===== config.mk =====
export PLATFORM = sky130hd
export DESIGN_NAME = avr_io_in
export DESIGN_NICKNAME = d
export VERILOG_FILES = /design/src/rtl/avr_io_in.sv
export SDC_FILE = /design/constraint.sdc
export NUM_CORES = 1
export LEC_CHECK = 0
export ABC_AREA = 1
export CORE_MARGIN = 3
export CORE_UTILIZATION = 25
export CTS_BUF_LIST = sky130_fd_sc_hd__clkbuf_4 sky130_fd_sc_hd__clkbuf_8 sky130_fd_sc_hd__clkbuf_16
export CTS_CLUSTER_SIZE = 20
export DETAILED_ROUTE_END_ITERATION = 7
export GPL_ROUTABILITY_DRIVEN = 1
export PLACE_DENSITY = 0.42
export SLEW_MARGIN = 20
export SYNTH_ARGS = -nofsm -noshare
export SYNTH_HDL_FRONTEND = slang
export SYNTH_SLANG_ARGS = --single-unit

===== constraint.sdc =====
create_clock -name clk -period 1.84 [get_ports clk]
set_input_delay 0.184 -clock clk [delete_from_list [all_inputs] [get_ports clk]]
set_output_delay 0.184 -clock clk [all_outputs]
set_load 0.01 [all_outputs]

===== src/rtl/avr_io_in.sv =====
// 8-bit AVR IO-bus input port: pin synchroniser, per-bit edge flags (W1C), maskable irq.
// Optional per-bit debounce filter enabled by defining AVR_IO_IN_DEBOUNCE_EN.
module avr_io_in #(
    parameter logic [7:0] PIN_RESET       = 8'h00,
    parameter int         DEBOUNCE_CYCLES = 15,
    parameter int         DEBOUNCE_W      = 4
) (
    input  logic       clk,
    input  logic       rst,
    input  logic       io_re,
    input  logic       io_we,
    input  logic [1:0] io_a,
    output logic [7:0] io_di,
    input  logic [7:0] io_do,
    input  logic [7:0] pins,
    output logic       irq
);
    localparam logic [1:0] A_PIN  = 2'd0;
    localparam logic [1:0] A_IFR  = 2'd1;
    localparam logic [1:0] A_IMSK = 2'd2;
    localparam logic [1:0] A_ECTL = 2'd3;

    if (!((1 << DEBOUNCE_W) > DEBOUNCE_CYCLES)) begin : g_bad_cfg
        $error("DEBOUNCE_W too narrow for DEBOUNCE_CYCLES");
    end

    logic [7:0] s1_q, s2_q;
    logic [7:0] pin_q, pin_d;
    logic [7:0] ifr_q, ifr_d;
    logic [7:0] imsk_q, imsk_d;
    logic [7:0] ectl_q, ectl_d;
    logic [7:0] rise, fall, edge_ev, w1c;

`ifdef AVR_IO_IN_DEBOUNCE_EN
    logic [DEBOUNCE_W-1:0] cnt_q [8];
    logic [DEBOUNCE_W-1:0] cnt_d [8];

    // A bit only moves once s2 has disagreed with pin_q for DEBOUNCE_CYCLES edges in a row.
    always_comb begin
        pin_d = pin_q;
        for (int i = 0; i < 8; i++) begin
            cnt_d[i] = '0;
            if (s2_q[i] != pin_q[i]) begin
                if (cnt_q[i] == DEBOUNCE_W'(DEBOUNCE_CYCLES - 1)) begin
                    pin_d[i] = s2_q[i];
                end else begin
                    cnt_d[i] = cnt_q[i] + 1'b1;
                end
            end
        end
    end

    always_ff @(posedge clk or negedge rst) begin
        if (!rst) begin
            for (int i = 0; i < 8; i++) cnt_q[i] <= '0;
        end else begin
            for (int i = 0; i < 8; i++) cnt_q[i] <= cnt_d[i];
        end
    end
`else
    always_comb begin
        pin_d = s2_q;
    end
`endif

    // Edges are judged on the value pin_q is about to load, so flags set on the same edge.
    always_comb begin
        rise    = pin_d & ~pin_q;
        fall    = ~pin_d & pin_q;
        edge_ev = (rise & {8{ectl_q[0]}}) | (fall & {8{ectl_q[1]}});
        w1c     = (io_we && io_a == A_IFR) ? io_do : 8'h00;
        ifr_d   = (ifr_q & ~w1c) | edge_ev;
        imsk_d  = (io_we && io_a == A_IMSK) ? io_do : imsk_q;
        ectl_d  = (io_we && io_a == A_ECTL) ? io_do : ectl_q;
    end

    always_ff @(posedge clk or negedge rst) begin
        if (!rst) begin
            s1_q   <= PIN_RESET;
            s2_q   <= PIN_RESET;
            pin_q  <= PIN_RESET;
            ifr_q  <= 8'h00;
            imsk_q <= 8'h00;
            ectl_q <= 8'h00;
        end else begin
            s1_q   <= pins;
            s2_q   <= s1_q;
            pin_q  <= pin_d;
            ifr_q  <= ifr_d;
            imsk_q <= imsk_d;
            ectl_q <= ectl_d;
        end
    end

    // Read mux returns zero when not selected so several ports can be OR-ed onto one bus.
    always_comb begin
        io_di = 8'h00;
        if (io_re) begin
            case (io_a)
                A_PIN:   io_di = pin_q;
                A_IFR:   io_di = ifr_q;
                A_IMSK:  io_di = imsk_q;
                A_ECTL:  io_di = ectl_q;
                default: io_di = 8'h00;
            endcase
        end
    end

    assign irq = |(ifr_q & imsk_q);

endmodule


==> out/results.ini <==
[status]
outcome=finished, final reports clean

[cts]
clkLatencyLatePin_ns=0.30
cts_sinks=48
cts.clk_slew.worst_paths_ns=0.09
postCtsSetupRepairBufs=0
clock_tree.root_cell=clkbuf_8
cts_tree=yes
cts_buffers=5
cts_buffer_depth=2
cts_max_level=2

[synth]
synth_area_leaders=dfrtp_1 59%, nand2_1 14%, o21ai_1 5.9%
synth_ff_type=dfrtp_1
yosys_warnings=0
netlist_area_mm2=0.00203
async_flop_share=1.00
yosys.area.top_type_share=0.593
yosysSeqAreaShare=0.593
synth_top_cell_by_area=dfrtp_1
synth_edf_count=0
synth_nets=262
synth_seq_cells=48
synth_cell_types=14
yosys-top-cells-count=74 x nand2_1, 48 x dfrtp_1, 24 x nor2_1, 24 x o21ai_1, 20 x inv_1
syn_avg_cell_area_um2=8.45
synth_most_common_cell=nand2_1
syn_inst=240

[drt]
antenna_left=0
wl_per_cell_um=13.0
viasPerCell=4.32
wirelength_mm=4.99
drt_iter0_markers=62
drc=0
drt-pass1-iter-count=4
route.vias.total=1659

[setup_path]
cp_data_arrival_time_ns=1.51
cp_max_fo=3
critPathRequiredTime_ns=1.66
crit_type=reg2out
critPathLaunchType=register
end_kind=primary output

[placement]
dp.cells=375
port_buffers=30
gp_congestion=0.726
postPlaceCellArea_mm2=0.00253
hpwl_mm=3.33

[sta]
slew-limit-headroom=0.752
min_period_ns=1.70
tns_ns=0
finClkSkew_ns=0.00866
setup_viol=0
max_freq_ghz=0.590
fin_hold_ws_ns=0.311
rsz0062_at_grt=false
finalMaxSlewViolations=0
hold_viol=0
tightest_slew_ns=0.372
post-route-period-util=0.922

[run]
cap_violations=0

[die]
ios=31
start_util=0.260
die-area_mm2=0.00922
die_width_um=96.0
core.rowCount=32
core_mm2=0.00781
fp.dieH_um=96.0

[worst_hold_path]
hp-class=in2reg

[grt]
gr-total-overflow=0
track_usage=0.122
grt_pass1_vias=1662
grt_max_degree=49
antenna_found_initial=0
grt_pass1_wl_mm=8.41

[finish]
final_cell_area_mm2=0.00263
synthToLayoutAreaGrowth_pct=29.9
fin_cells=384
fin_nets=303
insertedDiodeCount=0
drive_gt1_frac=0.0887
fillers=820

[power]
power.total_mw=2.32
p_leak_nw=1.31
powerDensity_mw_per_mm2=881
ir_drop_v=0.000256

[where the power goes]
group          internal [mW]  total, mW  switching, mW
Combinational          0.182      0.407          0.225
Clock                  0.337      0.682          0.345
Sequential              1.16       1.23         0.0712
[placed cells by master (no fill, tap or decap), drive strengths merged]
cell type	synthesis	routed
buf	7	12
o21ai	34	34
dlygate4sd2	0	9
a21oi	8	8
nand2	74	74
inv	22	22
clkbuf	1	8
nand3	21	21
dlygate4sd3	0	1
clkdlybuf4s50	0	19
nor2	25	25
dlymetal6s2s	0	1
dfrtp	48	48
[cell families after synthesis]
logic type	count (synthesis)	share of synthesized area
AO/OA/AOI/OAI	42	0.104
buffers and inverters	30	0.0623
flip-flops	48	0.593
AND/OR/NAND/NOR	120	0.241
[sequential cells by signal, indices dropped and copies added, names as in the netlist]
register  count
ectl_q        8
imsk_q        8
pin_q         8
ifr_q         8
pin_d         8
s1_q          8
[critical path: stages (launching register included)]
cell	delay (ns)
dfrtp_1	0.41
nand2_1	0.08
nand2_1	0.05
nor2_1	0.12
nand2_1	0.07
clkdlybuf4s50_1	0.48
[worst paths after layout]
check | startpoint | endpoint | slack [ns] | depth (start not counted)
max in group asynchronous | rst | ectl_q[0] | 1.21 | 3
hold reg to reg | s1_q[2] | pin_d[2] | 0.34 | 0
hold / removal | pins[5] | s1_q[5] | 0.31 | 1
setup / recovery | ifr_q[6] | irq | 0.14 | 5
setup reg to reg | ectl_q[0] | ifr_q[3] | 0.77 | 4
min in group asynchronous | rst | pin_q[6] | 0.38 | 3
[layer usage]
metal,wire length [um],track usage
met1,2410,0.167
met2,2250,0.186
met3,229,0.0266
met4,100,0.0498
met5,0,0
[repair_timing]
action | 4_1_cts | 5_1_grt
resized for setup | 11 | 1
setup endpoints to repair | 8 | 1
hold endpoints to repair | 48 | 0
pin swaps | 0 | 0
hold buffers | 1 | 0
[final cells by class]
type / count / area [um^2] / area share
clock buffer: 8 / 97.6 / 0.0371
inverter: 22 / 82.6 / 0.0314
multi-input combinational: 162 / 699 / 0.266
sequential: 48 / 1200 / 0.456
tap: 102 / 128 / 0.0485
timing repair buffer: 42 / 424 / 0.161
[through the flow]
step / setup WS (ns) / utilization
2_1_floorplan: 0.736 / -
3_3_place_gp: -0.171 / 0.324
3_5_place_dp: -0.170 / 0.324
4_1_cts: 0.0902 / 0.337
5_1_grt: 0.0477 / 0.337
6_report: 0.144 / 0.337
Note: power is estimated with default switching activity, not from simulation.
